$ cat src/rtl/bcd_down_timer.sv
// Multi-digit packed-BCD countdown timer with optional auto-reload.
// Counts down one step per enable tick while running and pulses done on reaching zero.
module bcd_down_timer #(
  parameter int DIGITS = 4
) (
  input  logic                clk,
  input  logic                reset_n,
  input  logic                load,
  input  logic [4*DIGITS-1:0] load_value,
  input  logic                reload_en,
  input  logic                enable,
  input  logic                stop,
  output logic                busy,
  output logic                done,
  output logic                zero,
  output logic [4*DIGITS-1:0] Q
);

  // state  | meaning
  // S_IDLE | count held, enable ignored
  // S_RUN  | count decrements on each enable tick
  typedef enum logic {S_IDLE, S_RUN} state_t;

  localparam int W = 4 * DIGITS;

  state_t         r_state;
  logic [W-1:0]   r_q;
  logic [W-1:0]   r_reload;
  logic           r_mode;
  logic           r_done;
  logic [W-1:0]   w_load_clamped;
  logic [W-1:0]   w_q_dec;
  logic           w_q_is_one;
  logic           w_load_zero;

  // Ripple-borrow BCD decrement: zero digits wrap to 9 until the first nonzero digit absorbs it.
  function automatic logic [W-1:0] f_bcd_dec(input logic [W-1:0] v);
    logic [W-1:0] res;
    logic         borrow;
    res    = v;
    borrow = 1'b1;
    for (int i = 0; i < DIGITS; i++) begin
      if (borrow) begin
        if (v[4*i +: 4] == 4'd0) begin
          res[4*i +: 4] = 4'd9;
        end else begin
          res[4*i +: 4] = v[4*i +: 4] - 4'd1;
          borrow        = 1'b0;
        end
      end
    end
    return res;
  endfunction

  always_comb begin
    w_load_clamped = '0;
    for (int i = 0; i < DIGITS; i++) begin
      w_load_clamped[4*i +: 4] = (load_value[4*i +: 4] > 4'd9) ? 4'd9 : load_value[4*i +: 4];
    end
  end

  assign w_q_dec     = f_bcd_dec(r_q);
  assign w_q_is_one  = (r_q == W'(1));
  assign w_load_zero = (w_load_clamped == '0);

  always_ff @(posedge clk or negedge reset_n) begin
    if (!reset_n) begin
      r_state  <= S_IDLE;
      r_q      <= '0;
      r_reload <= '0;
      r_mode   <= 1'b0;
      r_done   <= 1'b0;
    end else begin
      r_done <= 1'b0;
      if (load) begin
        r_q      <= w_load_clamped;
        r_reload <= w_load_clamped;
        r_mode   <= reload_en;
        r_state  <= w_load_zero ? S_IDLE : S_RUN;
      end else if (stop) begin
        r_state <= S_IDLE;
      end else if (r_state == S_RUN && enable) begin
        // Sitting at zero while running only happens in reload mode, one tick after expiry.
        if (r_q == '0) begin
          r_q <= r_reload;
        end else begin
          r_q <= w_q_dec;
          if (w_q_is_one) begin
            r_done <= 1'b1;
            if (!r_mode) r_state <= S_IDLE;
          end
        end
      end
    end
  end

  assign busy = (r_state == S_RUN);
  assign done = r_done;
  assign zero = (r_q == '0);
  assign Q    = r_q;

endmodule

$ cat config.mk
export PLATFORM = sky130hd
export DESIGN_NAME = bcd_down_timer
export DESIGN_NICKNAME = d
export VERILOG_FILES = /design/src/rtl/bcd_down_timer.sv
export SDC_FILE = /design/constraint.sdc
export NUM_CORES = 1
export LEC_CHECK = 0
export ABC_CLOCK_PERIOD_IN_PS = 3200
export CORE_UTILIZATION = 44
export DETAILED_ROUTE_END_ITERATION = 7
export PLACE_DENSITY_LB_ADDON = 0.25
export SYNTH_ARGS = -nofsm -noshare
export SYNTH_HDL_FRONTEND = slang
export SYNTH_SLANG_ARGS = --single-unit
$ cat constraint.sdc
create_clock -name clk -period 3.2 [get_ports clk]
set_input_delay 0.48 -clock clk [delete_from_list [all_inputs] [get_ports clk]]
set_output_delay 0.48 -clock clk [all_outputs]
set_load 0.01 [all_outputs]
==> key figures <==
Synth
  – Post-synth ARST share: 1.00
  – Top cells by area, synth: dfrtp_1 45%, o21ai_0 5.8%, nor4_4 3.2%
  – Syn Nets: 232
  – Netlist Area Pre-Place: 0.00197 mm^2
  – Ys flop type: dfrtp_1
  – Number of distinct library cells after synthesis: 46
  – Yosys reg bits: 35
  – Register area share after synthesis: 0.445
  – Syn. warnings: 0
  – EDFF count, synth: 0
  – Synthesized area per cell: 9.37 um^2
  – Post-synth top area share: 0.445
  – Cell taking the most area after synthesis: dfrtp_1
  – Post-Synthesis Cells: 210

Route
  – DRT Pass-1 Iters: 4
  – Total Wirelength: 5.09 mm
  – Vias/cell: 6.07
  – Via count: 1,820
  – Avg WL per Cell: 17.0 um
  – Remaining antenna violation count: 0
  – First-iteration detailed-routing DRC count: 150
  – DRC viols: 0

Timing
  – Final setup vio count: 0
  – RSZ-0062 raised after global routing: false
  – TNS Setup: 0 ns
  – Final min period: 2.87 ns
  – Crit share post-route: 0.896
  – Fin Clk Skew: 0.00654 ns
  – Max Freq: 0.349 GHz
  – Final max-slew violation count: 0
  – Hold Vio Cnt, Final: 0
  – Fin worst setup slack: 0.332 ns
  – Slew HR: 0.417
  – Worst-Margin Slew: 0.872 ns

Floorplanning
  – Core area: 0.00414 mm^2
  – Initial Util: 0.475
  – Placement Rows: 23
  – I/O Pins: 41
  – DIE WIDTH: 68.9 um
  – Die Y: 68.9 um
  – Die area: 0.00474 mm^2

Placement
  – Gpl congestion: 0.837
  – I/O Buffers: 40
  – Worst slack, placed: 0.650 ns
  – DP Wirelength: 3.72 mm
  – Placed cells: 292

Cells and area
  – Layout cell share with drive strength beyond 1: 0.100
  – Storage cell area: 876 um^2
  – Nets: 271
  – Layout area overhead: 25.8%
  – # fillers: 367
  – Antenna diodes: 0
  – Post-Layout Cell Count: 300
  – Multi-input logic area: 962 um^2

Global route
  – Largest net degree at the start of global routing: 25
  – Initial antenna violation count: 0
  – GRT Residual Overflow: 0
  – First-pass GRT wire length: 8.16 mm
  – GRT Util Overall: 0.243
  – Vias in the first global route: 1,630

Job
  – Max cap viols: 0

Clock network
  – Worst skew pair latency: 0.29 ns
  – Clk sinks: 35
  – CTS clk-pin slew, worst paths: 0.07 ns
  – CTS tree: yes
  – Clock buffer count from CTS: 5
  – CTS Hold Bufs: 0
  – Clock Path Buffers: 2
  – Number of gates resized after cts: 0
  – Clock tree root buffer cell: clkbuf_8
  – Post-CTS Setup Inserts: 0
  – H-tree Lvls: 2

Min path
  – Hold Crit Class: reg -> reg

Pwr
  – Peak VDD IR: 269 uV
  – Leak pwr: 0.945 nW
  – PwrDens: 425 mW/mm^2

Setup path
  – CP Launch Type: flop
  – Req. time, crit path: 2.72 ns
  – Largest stage delay, worst path: 0.56 ns
  – CP endpoint kind: output pin
  – CP max stage cell: clkdlybuf4s50_1
  – Crit-path cells: nor4_2 -> nand4_1 -> inv_2 -> clkdlybuf4s50_1
  – Worst Path Arrival: 2.39 ns
  – WS Path Type: reg -> out
  – Crit-path max FO: 8

Run status
  – Outcome: finished clean
through the flow:
step / hold WS [ns] / power (W) / area, um^2 / utilization
finish: 0.489 / 0.00105 / 2480 / 0.598
global placement: 0.469 / 0.000748 / 2390 / 0.578
CTS: 0.488 / 0.00106 / 2480 / 0.598
floorplan: 0.184 / 0.000643 / 1970 / -
global route: 0.494 / 0.00112 / 2480 / 0.598
detailed placement: 0.470 / 0.000750 / 2390 / 0.578
where the power goes:
group	leakage [nW]	total, W	internal [W]	switching (W)
Sequential	0.420	0.000536	0.000481	0.0000555
Combinational	0.483	0.000208	0.000107	0.000101
Clock	0.0422	0.000309	0.000153	0.000156
Total	0.945	0.00105	0.000741	0.000312
synthesized netlist by cell type (3+ instances only):
master    count
dfrtp_1      35
mux2_2        4
inv_1        16
nor4_4        3
nor4_1        7
o21ai_0      23
nand3b_1      4
a211oi_1      3
a21oi_1       6
a31oi_1       7
clkbuf_1      7
nand3_1       4
nand2_1      12
or4_1         7
nand4_1       4
nor3_1        8
or3_1         3
o21a_1        3
o31ai_1       3
nor2_1       15
sequential cells by signal, summed over array words and instances (netlist names):
name,flops
Q,16
busy,1
done,1
r_mode,1
r_reload,16
placed cells by master (no fill, tap or decap), types with 2 or more instances in the layout:
| cell type | Yosys | routed |
|---|---|---|
| inv_1 | 16 | 16 |
| o31ai_1 | 3 | 3 |
| nand4_1 | 4 | 4 |
| or4_1 | 7 | 7 |
| clkbuf_1 | 7 | 2 |
| nand3_1 | 4 | 4 |
| a211oi_1 | 3 | 3 |
| or3_1 | 3 | 3 |
| nor4_2 | 2 | 2 |
| a21oi_1 | 6 | 6 |
| a31oi_1 | 7 | 7 |
| nor4b_1 | 2 | 2 |
| nor2_1 | 15 | 15 |
| o21a_1 | 3 | 3 |
| clkdlybuf4s50_1 | 0 | 40 |
| nand2b_1 | 2 | 2 |
| o41ai_1 | 2 | 2 |
| or2_2 | 2 | 2 |
| nand2_1 | 12 | 12 |
| mux2_2 | 4 | 4 |
| clkbuf_8 | 0 | 5 |
| nor4_4 | 3 | 3 |
| o311ai_1 | 2 | 2 |
| a32oi_1 | 2 | 2 |
| buf_4 | 1 | 4 |
| a221oi_1 | 2 | 2 |
| nor3_1 | 8 | 8 |
| nand3b_1 | 4 | 4 |
| o21ai_0 | 23 | 23 |
| nor4_1 | 7 | 7 |
| dfrtp_1 | 35 | 35 |
kinds of logic after synthesis:
kind of cell           Yosys count  synth area share
AND/OR/NAND/NOR                 81             0.261
multiplexers                     4            0.0229
flip-flops                      35             0.445
AO/OA/AOI/OAI                   61             0.205
buffers and inverters           29            0.0661
worst max-delay path, delay by kind of cell (launching register included):
kind,cells,cell delay [ns]
simple gates,2,0.87
flops,1,0.45
buf+inv,2,0.79
layer usage:
layer	share of wire	vias up	wire, um	GRT usage
met5	0	-	0	0
met4	0.010	0	52	0.0689
met2	0.44	72	2260	0.354
met1	0.47	870	2410	0.346
met3	0.073	5	374	0.0740
li1	-	873	-	-
cell type report:
| type | count | area share |
|---|---|---|
| Clock buffer | 7 | 0.0308 |
| Multi-Input combinational cell | 146 | 0.389 |
| Inverter | 17 | 0.0258 |
| Clock inverter | 1 | 0.00202 |
| Timing Repair Buffer | 44 | 0.174 |
| Tap cell | 50 | 0.0253 |
| Sequential cell | 35 | 0.354 |
worst paths after layout:
kind | startpoint | to | slack (ns) | cells after the start
max reg2reg | Q[0] | Q[13] | 1.18 | 4
max | Q[13] | zero | 0.33 | 4
min reg2reg | r_reload[8] | r_reload[8] | 0.49 | 1
min in group asynchronous | reset_n | r_reload[6] | 0.68 | 1
min | r_reload[8] | r_reload[8] | 0.49 | 1
max in group asynchronous | reset_n | busy | 1.84 | 2
No activity file was read; power rests on OpenSTA's default activity.
